--- src/rtl/demux_route_scheduler.sv ---
// Feeder for the 1-to-4 demux: buffers {dest,data} words, issues one per cycle to a ready
// destination and drops a head word blocked past TIMEOUT. ROUTE_STATS_EN adds issue/drop counters.
module demux_route_scheduler #(
    parameter int DEPTH   = 4,
    parameter int TIMEOUT = 8,
    parameter int TW      = 4
) (
    input  logic                       clk,
    input  logic                       rst,
    input  logic                       in_valid,
    output logic                       in_ready,
    input  logic [1:0]                 in_data,
    input  logic [1:0]                 in_dest,
    input  logic [3:0]                 dst_ready,
    output logic [1:0]                 A,
    output logic [1:0]                 SEL,
    output logic                       a_valid,
    output logic                       drop,
    output logic [1:0]                 drop_dest,
    output logic [$clog2(DEPTH):0]     fifo_count
`ifdef ROUTE_STATS_EN
    ,
    output logic [31:0]                issue_cnt,
    output logic [7:0]                 drop_cnt
`endif
);

    localparam int AW = $clog2(DEPTH);
    localparam logic [AW:0] FULL_CNT = (AW+1)'(DEPTH);
    localparam logic [TW-1:0] TO_CNT = TW'(TIMEOUT);

    typedef enum logic [1:0] {
        S_IDLE  = 2'd0,
        S_ARB   = 2'd1,
        S_STALL = 2'd2
    } state_t;

    state_t          r_state;
    state_t          w_state_nxt;
    logic [3:0]      r_mem [DEPTH];
    logic [AW-1:0]   r_wr_ptr;
    logic [AW-1:0]   r_rd_ptr;
    logic [AW:0]     r_count;
    logic [AW:0]     w_count_nxt;
    logic [TW-1:0]   r_stall;
    logic [TW-1:0]   w_stall_nxt;
    logic [1:0]      r_a;
    logic [1:0]      r_sel;
    logic            r_a_valid;
    logic            r_drop;
    logic [1:0]      r_drop_dest;

    logic            w_full;
    logic            w_push;
    logic            w_pop;
    logic            w_issue;
    logic            w_drop;
    logic [3:0]      w_hd;
    logic [1:0]      w_hd_dest;
    logic [1:0]      w_hd_data;
    logic            w_hd_ready;

    assign w_full     = (r_count == FULL_CNT);
    assign w_push     = in_valid && !w_full;
    assign w_hd       = r_mem[r_rd_ptr];
    assign w_hd_dest  = w_hd[3:2];
    assign w_hd_data  = w_hd[1:0];
    assign w_hd_ready = dst_ready[w_hd_dest];
    assign w_pop      = w_issue || w_drop;

    always_comb begin
        w_count_nxt = r_count;
        case ({w_push, w_pop})
            2'b10:   w_count_nxt = r_count + (AW+1)'(1);
            2'b01:   w_count_nxt = r_count - (AW+1)'(1);
            default: w_count_nxt = r_count;
        endcase
    end

    // Next state looks at the post-edge occupancy so a word pushed while IDLE issues one edge later.
    always_comb begin
        w_state_nxt = r_state;
        w_issue     = 1'b0;
        w_drop      = 1'b0;
        w_stall_nxt = r_stall;
        case (r_state)
            S_IDLE: begin
                if (w_count_nxt != '0) w_state_nxt = S_ARB;
            end
            S_ARB: begin
                if (w_hd_ready) begin
                    w_issue     = 1'b1;
                    w_stall_nxt = '0;
                    w_state_nxt = (w_count_nxt != '0) ? S_ARB : S_IDLE;
                end else begin
                    w_stall_nxt = TW'(1);
                    w_state_nxt = S_STALL;
                end
            end
            S_STALL: begin
                if (w_hd_ready) begin
                    w_issue     = 1'b1;
                    w_stall_nxt = '0;
                    w_state_nxt = (w_count_nxt != '0) ? S_ARB : S_IDLE;
                end else if (TIMEOUT != 0 && r_stall == TO_CNT) begin
                    w_drop      = 1'b1;
                    w_stall_nxt = '0;
                    w_state_nxt = (w_count_nxt != '0) ? S_ARB : S_IDLE;
                end else if (r_stall != '1) begin
                    w_stall_nxt = r_stall + TW'(1);
                end
            end
            default: w_state_nxt = S_IDLE;
        endcase
    end

    always_ff @(posedge clk) begin
        if (rst) begin
            r_state     <= S_IDLE;
            r_wr_ptr    <= '0;
            r_rd_ptr    <= '0;
            r_count     <= '0;
            r_stall     <= '0;
            r_a         <= '0;
            r_sel       <= '0;
            r_a_valid   <= 1'b0;
            r_drop      <= 1'b0;
            r_drop_dest <= '0;
        end else begin
            r_state     <= w_state_nxt;
            r_count     <= w_count_nxt;
            r_stall     <= w_stall_nxt;
            r_drop      <= w_drop;
            r_drop_dest <= w_drop ? w_hd_dest : 2'd0;
            r_a_valid   <= w_issue;
            r_a         <= w_issue ? w_hd_data : 2'd0;
            if (w_issue) r_sel <= w_hd_dest;
            if (w_push) r_wr_ptr <= r_wr_ptr + AW'(1);
            if (w_pop) r_rd_ptr <= r_rd_ptr + AW'(1);
        end
    end

    always_ff @(posedge clk) begin
        if (w_push) r_mem[r_wr_ptr] <= {in_dest, in_data};
    end

`ifdef ROUTE_STATS_EN
    logic [3:0][7:0] r_issue_cnt;
    logic [7:0]      r_drop_cnt;

    always_ff @(posedge clk) begin
        if (rst) begin
            r_issue_cnt <= '0;
            r_drop_cnt  <= '0;
        end else begin
            if (w_issue) r_issue_cnt[w_hd_dest] <= r_issue_cnt[w_hd_dest] + 8'd1;
            if (w_drop && r_drop_cnt != 8'hFF) r_drop_cnt <= r_drop_cnt + 8'd1;
        end
    end

    assign issue_cnt = r_issue_cnt;
    assign drop_cnt  = r_drop_cnt;
`else
    // Statistics hardware is absent in this build.
`endif

    assign in_ready   = !w_full;
    assign A          = r_a;
    assign SEL        = r_sel;
    assign a_valid    = r_a_valid;
    assign drop       = r_drop;
    assign drop_dest  = r_drop_dest;
    assign fifo_count = r_count;

endmodule

--- config.mk ---
export PLATFORM = sky130hd
export DESIGN_NAME = demux_route_scheduler
export DESIGN_NICKNAME = d
export VERILOG_FILES = /design/src/rtl/demux_route_scheduler.sv
export SDC_FILE = /design/constraint.sdc
export NUM_CORES = 1
export LEC_CHECK = 0
export CAP_MARGIN = 40
export CORE_MARGIN = 10
export CORE_UTILIZATION = 46
export CTS_CLUSTER_DIAMETER = 200
export DETAILED_ROUTE_END_ITERATION = 10
export DONT_BUFFER_PORTS = 1
export GPL_TIMING_DRIVEN = 0
export PLACE_DENSITY = 0.61
export SYNTH_ARGS = -nofsm -noshare
export SYNTH_HDL_FRONTEND = slang
export SYNTH_SLANG_ARGS = --single-unit
--- constraint.sdc ---
create_clock -name clk -period 5.67 [get_ports clk]
set_clock_uncertainty 0.2 [all_clocks]
set_input_delay 0.567 -clock clk [delete_from_list [all_inputs] [get_ports clk]]
set_output_delay 0.567 -clock clk [all_outputs]
set_load 0.02 [all_outputs]
==> flow_summary.ini <==
[synthesis]
syn_nets = 187
synthMostInstantiatedCell = dfxtp_1
postSynthAreaPerCell_sq_um = 11.3
synth_top_cell_area_share = 0.258
ys.flop_type = dfxtp_1
ys_warn_count = 0
async_reset_ff_frac = 0
syn-cell-area_sq_um = 1860
synth-seq-cells = 39
synth_cell_types = 46
synth.largest_area_cell = edfxtp_1
synth_edf_count = 16
synth.top_cells.by_count = dfxtp_1 (23), edfxtp_1 (16), inv_1 (12)
yosysSeqAreaShare = 0.506
yosys-top-cells-area = edfxtp_1 (26%), dfxtp_1 (25%), ha_1 (7.4%), mux4_2 (3.6%), mux2i_1 (3.2%)
synth_cells = 164

[clock_tree]
clk_latency_ns = 0.29
cts.sinks = 39
root_buffer = clkbuf_8
cts.repair.resized = 0
cts_tree = done
htree_levels = 2
cts_setup_buffers = 0
path_clk_slew_ns = 0.07
cts_made_buffers = 5
clockBufferDepth = 2
postCtsHoldBufs = 0

[critical_path]
cp_slowest_cell = mux4_2
worstPathArrival_ns = 3.88
crit_path_end_kind = register
critical_path.top_delay_family = multiplexers
required_ns = 5.69
reg2reg_slack_ns = 1.82
critPathMaxFanout = 7
critical_path_class = reg -> reg
start_kind = register
critical_path_buf_inv_count = 0
cpMostUsedCell = mux2i_1
cpPeakStageDelay_ns = 0.64
cp_cell_sequence = mux4_2 > mux2i_2 > mux2i_1 > nand2_1 > ha_1 > fa_1 > xnor2_1 > xor2_1 > a22oi_1 > o22a_1 > mux2i_1

[route]
drc_errors = 0
drt_iter0_markers = 63
drt.antenna.violating_nets = 0
drt_wl_total_microns = 3530
wl_per_cell_microns = 15.9
via_per_inst = 5.72
first_pass_iters = 4
vias = 1269

[timing]
finalMaxSlewViolations = 0
worst_slew_pin_slew_ns = 0.517
fin_crit_sh = 0.679
rsz0062_at_grt = no
setup_viol = 0
fmax_mhz = 260
finalHoldViolCount = 0
min_period_ns = 3.85
hold_ws_ns = 0.168
setup-tns-final_ns = 0
relSlewSlack = 0.656

[global_route]
grt_pass1_wl_microns = 6120
grt.overflow.total = 0
grt_max_degree = 13
grtUsageTotal = 0.107
grt_pass1_vias = 1245
antenna_found_initial = 0

[die]
std_cell_rows = 23
boundaryPins = 23
die-area_sq_um = 6990
coreArea_sq_um = 3940
initial_core_util = 0.472
die_y_microns = 83.6
die_x_microns = 83.6

[power]
ir_drop_uv = 196
p_per_area_nw_per_um2 = 416
p_leak_nw = 0.754

[place]
place_congestion = 0.896
io_buffers = 0
hpwl_microns = 2720

[finish]
drive_gt1_frac = 0.0872
area.growth.synth_to_final_pct = 7.94
antenna_cells = 0
nets = 194

[hold_path]
hp-class = in -> reg

[run]
drv_cap = 0

[status]
status = completed
## worst paths after layout
| kind | depth (start not counted) | startpoint | endpoint |
|---|---|---|---|
| hold reg to reg | 2 | r_wr_ptr[1]$_SDFFE_PP0P_ | r_wr_ptr[1]$_SDFFE_PP0P_ |
| setup reg to reg | 11 | register | r_state[1]$_SDFFE_PP0P_ |
| hold / removal | 0 | in_data[0] | r_mem[2][0]$_DFFE_PP_ |
| setup / recovery | 11 | register | r_state[1]$_SDFFE_PP0P_ |
## per-layer routing
metal | part of all wire | global-route usage
met4 | 0.016 | 0.0426
met1 | 0.43 | 0.119
met3 | 0.11 | 0.0625
met2 | 0.45 | 0.162
met5 | 0 | 0
## per-stage QoR
| step | cell area (sq um) | worst slack, ns | util | total power [mW] | std cells |
|---|---|---|---|---|---|
| 2_1_floorplan | 1860 | 2.22 | - | 0.602 | 164 |
| 3_3_place_gp | 1920 | 1.91 | 0.488 | 0.648 | 214 |
| 3_5_place_dp | 1920 | 1.80 | 0.488 | 0.665 | 214 |
| 4_1_cts | 2010 | 1.77 | 0.509 | 0.846 | 222 |
| 5_1_grt | 2010 | 1.45 | 0.509 | 0.902 | 222 |
| 6_report | 2010 | 1.82 | 0.509 | 0.836 | 222 |
## sequential cells by signal (all words and copies together), names as in the netlist, named ones only
name	cells
r_wr_ptr	2
A	2
a_valid	1
r_state	2
drop	1
r_mem	16
r_stall	4
r_rd_ptr	2
fifo_count	3
SEL	2
drop_dest	2
## cells by family (layout without fill, tap and decap cells)
group           after synthesis  after routing  synth area share
compound gates               27             27             0.101
xor+xnor                      4              4            0.0188
fa+ha+maj                    12             12            0.0847
buf+inv                      17             25            0.0350
flops                        39             39             0.506
mux                          14             14             0.110
simple gates                 51             51             0.145
## layout by cell type, fill, tap and decap left out, types with 2 or more instances in the layout
cell,synthesis,final
nor3_1,5,5
and2_1,3,3
dfxtp_1,23,23
nand2_1,11,11
nor2b_1,3,3
a21oi_1,6,6
mux2i_2,2,2
a21o_1,2,2
clkbuf_8,0,5
mux2i_1,6,6
mux4_2,3,3
nand3_1,4,4
nor2_1,9,9
edfxtp_1,16,16
inv_1,12,12
nand4_1,2,2
xnor2_1,2,2
clkbuf_1,4,5
o31ai_1,2,2
a211oi_1,2,2
nand3b_1,2,2
and3_1,4,4
and3b_1,2,2
ha_1,11,11
a31oi_1,2,2
xor2_1,2,2
o21ai_0,3,3
a22oi_1,2,2
## layout make-up
cell class              instances  area (sq um)
flip-flops and latches         39           941
well taps                      50          62.6
fillers                       345          1930
multi-input cells             108           855
inverters                      12          45.0
clock buffers                   6          72.6
plain buffers                   5          20.0
clock inverters                 2          12.5
## power by group
part / total [mW] / leakage [nW] / switching, mW / internal, mW
registers: 0.392 / 0.334 / 0.0555 / 0.336
logic: 0.264 / 0.378 / 0.147 / 0.117
clock network: 0.181 / 0.0412 / 0.0952 / 0.0859
Note: power is estimated with default switching activity, not from simulation.
